===== src/rtl/sat_pkg.sv =====
// Shared encodings for the SAT-solver clause array.
// Variable values, literal codes and free-literal counts.
package sat_pkg;

  localparam logic [1:0] VAL_FREE     = 2'b00;
  localparam logic [1:0] VAL_FALSE    = 2'b01;
  localparam logic [1:0] VAL_TRUE     = 2'b10;
  localparam logic [1:0] VAL_CONFLICT = 2'b11;

  localparam logic [1:0] LIT_NONE = 2'b00;
  localparam logic [1:0] LIT_NEG  = 2'b01;
  localparam logic [1:0] LIT_POS  = 2'b10;

  localparam logic [1:0] CNT_ZERO = 2'b00;
  localparam logic [1:0] CNT_ONE  = 2'b01;
  localparam logic [1:0] CNT_MANY = 2'b11;

  // Saturating free-literal count: zero->one, anything else->many.
  function automatic logic [1:0] freecnt_inc(input logic [1:0] pre);
    return {pre[1] | pre[0], 1'b1};
  endfunction

endpackage


===== src/rtl/lit_cell.sv =====
// One literal slot of a clause row: polarity storage,
// free-count chaining, satisfaction, implication and conflict flags.
module lit_cell
  import sat_pkg::*;
(
  input  logic       clk,
  input  logic       rst,
  input  logic       wr_i,
  input  logic [2:0] var_value_i,
  output logic [2:0] var_value_o,
  input  logic [1:0] freelitcnt_pre,
  output logic [1:0] freelitcnt_next,
  input  logic       imp_drv_i,
  input  logic       cclause_drv_i,
  output logic       cclause_o,
  output logic       clausesat_o
);

  logic [1:0] r_lit;
  logic [1:0] w_v;
  logic       w_has;
  logic       w_true;
  logic       w_free;
  logic       w_unused;

  assign w_v      = var_value_i[2:1];
  assign w_unused = var_value_i[0];

  always_ff @(posedge clk) begin
    if (rst) begin
      r_lit <= LIT_NONE;
    end else if (wr_i) begin
      // Code 11 is not a literal; store it as empty.
      r_lit <= (w_v == VAL_CONFLICT) ? LIT_NONE : w_v;
    end
  end

  assign w_has  = (r_lit != LIT_NONE);
  assign w_true = w_has && (w_v == r_lit);
  assign w_free = w_has && (w_v == VAL_FREE);

  assign freelitcnt_next = w_free ? freecnt_inc(freelitcnt_pre)
                                  : freelitcnt_pre;
  assign clausesat_o     = w_true;
  assign var_value_o     = (imp_drv_i && w_free) ? {r_lit, 1'b1}
                                                 : 3'b000;
  assign cclause_o       = cclause_drv_i & w_has;

endmodule


===== config.mk =====
export PLATFORM = sky130hd
export DESIGN_NAME = lit_cell
export DESIGN_NICKNAME = d
export VERILOG_FILES = /design/src/rtl/sat_pkg.sv /design/src/rtl/lit_cell.sv
export SDC_FILE = /design/constraint.sdc
export NUM_CORES = 1
export LEC_CHECK = 0
export CORE_AREA = 2 2 39 41
export CTS_CLUSTER_SIZE = 40
export DETAILED_ROUTE_END_ITERATION = 16
export DIE_AREA = 0 0 41 43
export SYNTH_ARGS = -nofsm -noshare
export SYNTH_HDL_FRONTEND = slang
export SYNTH_SLANG_ARGS = --single-unit

===== constraint.sdc =====
create_clock -name clk -period 3 [get_ports clk]
set_clock_uncertainty 0.2 [all_clocks]
set_input_delay 0.6 -clock clk [delete_from_list [all_inputs] [get_ports clk]]
set_output_delay 0.6 -clock clk [all_outputs]
set_load 0.01 [all_outputs]

* After elaboration in Yosys (flattened, before gate mapping)
Index checks and enable logic that the tools add are counted.
** Cells by class
- Equal/unequal tests :: 2
- Muxes and demuxes :: 3
- Bitwise gates (word level) :: 2
- Reduce and logical (&&, ||, !) cells :: 5
** Operator list (number)
- 2-bit two-way mux :: 2
- 1-bit logical AND :: 3
- 3-bit two-way mux :: 1
- 2-bit == test :: 1
- 2-bit == test (second input constant) :: 1
- 2-bit zero test :: 1
- 2-bit nonzero test :: 1
- 1-bit bitwise AND :: 1
- 1-bit OR :: 1
** Word-level totals
- Register bits after elaboration :: 2
- Input bits :: 10
- Output and inout port bits :: 7
- Logic and storage cells :: 13

* Depth between registers and ports, before layout
- Depth in word-level cells :: 4
- Mapped depth :: 2
- Mapped depth without buffers :: 2

* Worst setup path after synthesis
No wires, ideal clock.
- Kind :: in2out
- Start point :: in var_value_i[1]
- End point :: out var_value_o[0]
- Data arrival time :: 1.001 ns
- Required time :: 2.200 ns
- Path slack :: 1.199 ns
- Cell stages on the path :: 2
- Buffers on the path :: 0
- Path through :: nor2_1 and3_2
** Between the ends
- Cells in the longest elaborated chain, start to end :: 4
** RTL lines
- from (decl) :: RTL line lit_cell.sv:9 : input logic [2:0] var_value_i,
- 2-bit zero test :: RTL line lit_cell.sv:40 : assign w_free = w_has && (w_v == VAL_FREE);
- 1-bit logical AND :: RTL line lit_cell.sv:40
- 1-bit logical AND :: RTL line lit_cell.sv:45 : assign var_value_o = (imp_drv_i && w_free) ? {r_lit, 1'b1}
- 3-bit two-way mux :: RTL line lit_cell.sv:45
- to (decl) :: RTL line lit_cell.sv:10 : output logic [2:0] var_value_o,
Every way passes these cells.

* Worst setup path in the final report
Ends and elaborated chain as after synthesis.

==> results.toml <==
[setup_path]
worst-r2r-setup-slack_ns = 2.15
reg2reg_from = "r_lit[0]"
end_kind = "output port"
max_stage_delay_ns = 0.52
startpoint_type = "primary input"
crit_chain = "clkdlybuf4s50_1 -> nor2_2 -> and3_2 -> clkdlybuf4s50_1"
crit_type = "in -> out"
ff2ff_path_depth = 2
path_common_cell = "clkdlybuf4s50_1"
cp.required_ns = 2.20
critical_path.max_fanout = 5
r2r-end = "r_lit[0]"
worstPathArrival_ns = 2.03
crit_slowest_cell = "clkdlybuf4s50_1"

[yosys]
synth_top_family_by_area = "simple AND/OR/NAND/NOR gates"
yosysTopAreaCell = "dfxtp_1"
syn-num-nets = 30
synth_edf_count = 0
synthSimpleGateAreaFrac_pct = 49.2
synth_seq_cells = 2
syn_inst = 20
synth_common_cells = "nand3b_1, a21oi_1, and3_2, dfxtp_1, nand2b_1"
synth_area_um2 = 163
synthTopCellsByArea = "dfxtp_1, nand3b_1, and3_2"
muxShareOfSynthArea_pct = 0
synth_xor_area_share_pct = 5.38
syn_area_per_cell_um2 = 8.13
yosys.area_share.adder_pct = 0
yosysWarnings = 0
ys_async_sr_fraction_pct = 0
yosysUniqueCellTypes = 14
yosysTopAreaCellShare_pct = 24.6
yosysSeqAreaShare_pct = 24.6
synthFlopType = "dfxtp_1"
synth.most_common_cell = "nand3b_1"
synth_compound_area_share_pct = 20.8

[cts]
clk_latency_ns = 0.23
cts_buffer_depth = 2
htreeDepth = 1
ctsResizeCount = 0
cts_buffers = 3
cts_tree = "built"
cts-root-buf = "clkbuf_4"
ctsHoldBuffers = 0
clk_pin_slew_worst_paths_ns = 0.03
clock-sinks = 2
cts_setup_buffers = 0

[die]
rows = 14
core-area_mm2 = 0.00138
io_pins = 17
die_w_um = 41
start_util_pct = 11.8
fp.dieH_um = 43
die_area_mm2 = 0.00176

[grt]
grt_pass1_vias = 196
gr-total-overflow = 0
grt_pass1_wl_um = 696
gr-usage-all-layers_pct = 6.41
grt_max_degree = 6
antenna_found_initial = 0

[final_layout]
fillers = 162
nets = 50
num_antenna_cells = 0
largest_register_ffs = 2
drive_above_1_share_pct = 23.7
largest-register = "r_lit"
top_regs = "r_lit (2)"
syn2layout_area_growth_pct = 120

[timing]
slew-limit-headroom_pct = 86.4
finalHoldViolCount = 0
setup_violations = 0
rsz0062_at_grt = "false"
fin_setup_tns_ns = 0
slew_violations = 0
worstMarginPinSlew_ns = 0.204
max_clock_freq_ghz = 0.353
period_minus_slack_ns = 2.83
hold_slack_ns = 0.311
period_share_pct = 94.5

[status]
status = "finished clean"

[routing]
drtIter0Drc = 3
routed_via_density = 3.98
final_antenna_net_count = 0
wl_per_cell_um = 8.61
drc = 0
first_pass_iters = 4
totalWireLength_um = 465
vias = 215

[power_and_ir_drop]
leakagePower_uw = 0.000139
pwr_density_cell_mw_per_mm2 = 334
power_uw = 120
ir_drop_mv = 0.0910

[worst_hold_path]
hp-start = "r_lit[1]"
hold_depth = 2
hold_path.class = "reg -> reg"
hold_end = "r_lit[1]"

[flow_run]
max_cap_violations = 0

[placement]
hpwl_um = 371
gp_congestion = 0.578
io_buffers = 15
## worst max-delay path: cells and delay by family
kind / cells / cell delay (ns)
simple gates: 2 / 0.41
buf+inv: 2 / 1.02
## cell type report
class	count	area (um2)	area share, %
Tap cell	16	20.0	5.59
Timing Repair Buffer	15	150	42.0
Sequential cell	2	40.0	11.2
Clock buffer	3	22.5	6.29
Multi-Input combinational cell	18	125	35.0
## worst max path at each step
stage                        start        endpoint
floorplan           var_value_i[1]  var_value_o[0]
global placement    var_value_i[1]  var_value_o[2]
detailed placement  var_value_i[1]  var_value_o[0]
CTS                 var_value_i[1]  var_value_o[0]
global route        var_value_i[1]  var_value_o[0]
finish              var_value_i[1]  var_value_o[0]
## power breakdown
part / internal (uW) / switching, uW / leakage [uW]
combinational: 19.5 / 9.45 / 0.000109
sequential: 27.8 / 1.19 / 0.0000163
clock: 44.3 / 17.4 / 0.0000138
## cells by family after synthesis
| kind of cell | Yosys count |
|---|---|
| compound gates | 5 |
| xor+xnor | 1 |
| flops | 2 |
| simple gates | 12 |
## cells in the final DEF (no fill, tap or decap)
| cell | instances |
|---|---|
| clkdlybuf4s50_1 | 15 |
| nand3b_1 | 3 |
| clkbuf_4 | 3 |
| and3_2 | 2 |
| nand2b_1 | 2 |
| a21oi_1 | 2 |
| dfxtp_1 | 2 |
| or2_4 | 1 |
| nor2_2 | 1 |
| a21o_2 | 1 |
| and3_1 | 1 |
| a31o_1 | 1 |
| and2_2 | 1 |
| xor2_1 | 1 |
| nand2_1 | 1 |
| o22ai_1 | 1 |
## metrics by stage
stage          utilization, %  instances  worst slack [ns]  area, um2
2_1_floorplan               -         20              1.20        163
3_5_place_dp             24.1         51             0.104        333
6_report                 25.9         54             0.166        358
4_1_cts                  25.7         54             0.102        355
5_1_grt                  25.9         54            0.0637        358
3_3_place_gp             24.1         51             0.113        333
## per-layer routing
layer	part of all wire (%)	wire length (um)	track usage, %
met5	0	0	0
met4	2.4	11	8.00
met3	8.0	37	3.14
met1	40	186	6.07
met2	49	229	8.44
Power figures use the tool's default switching activity.
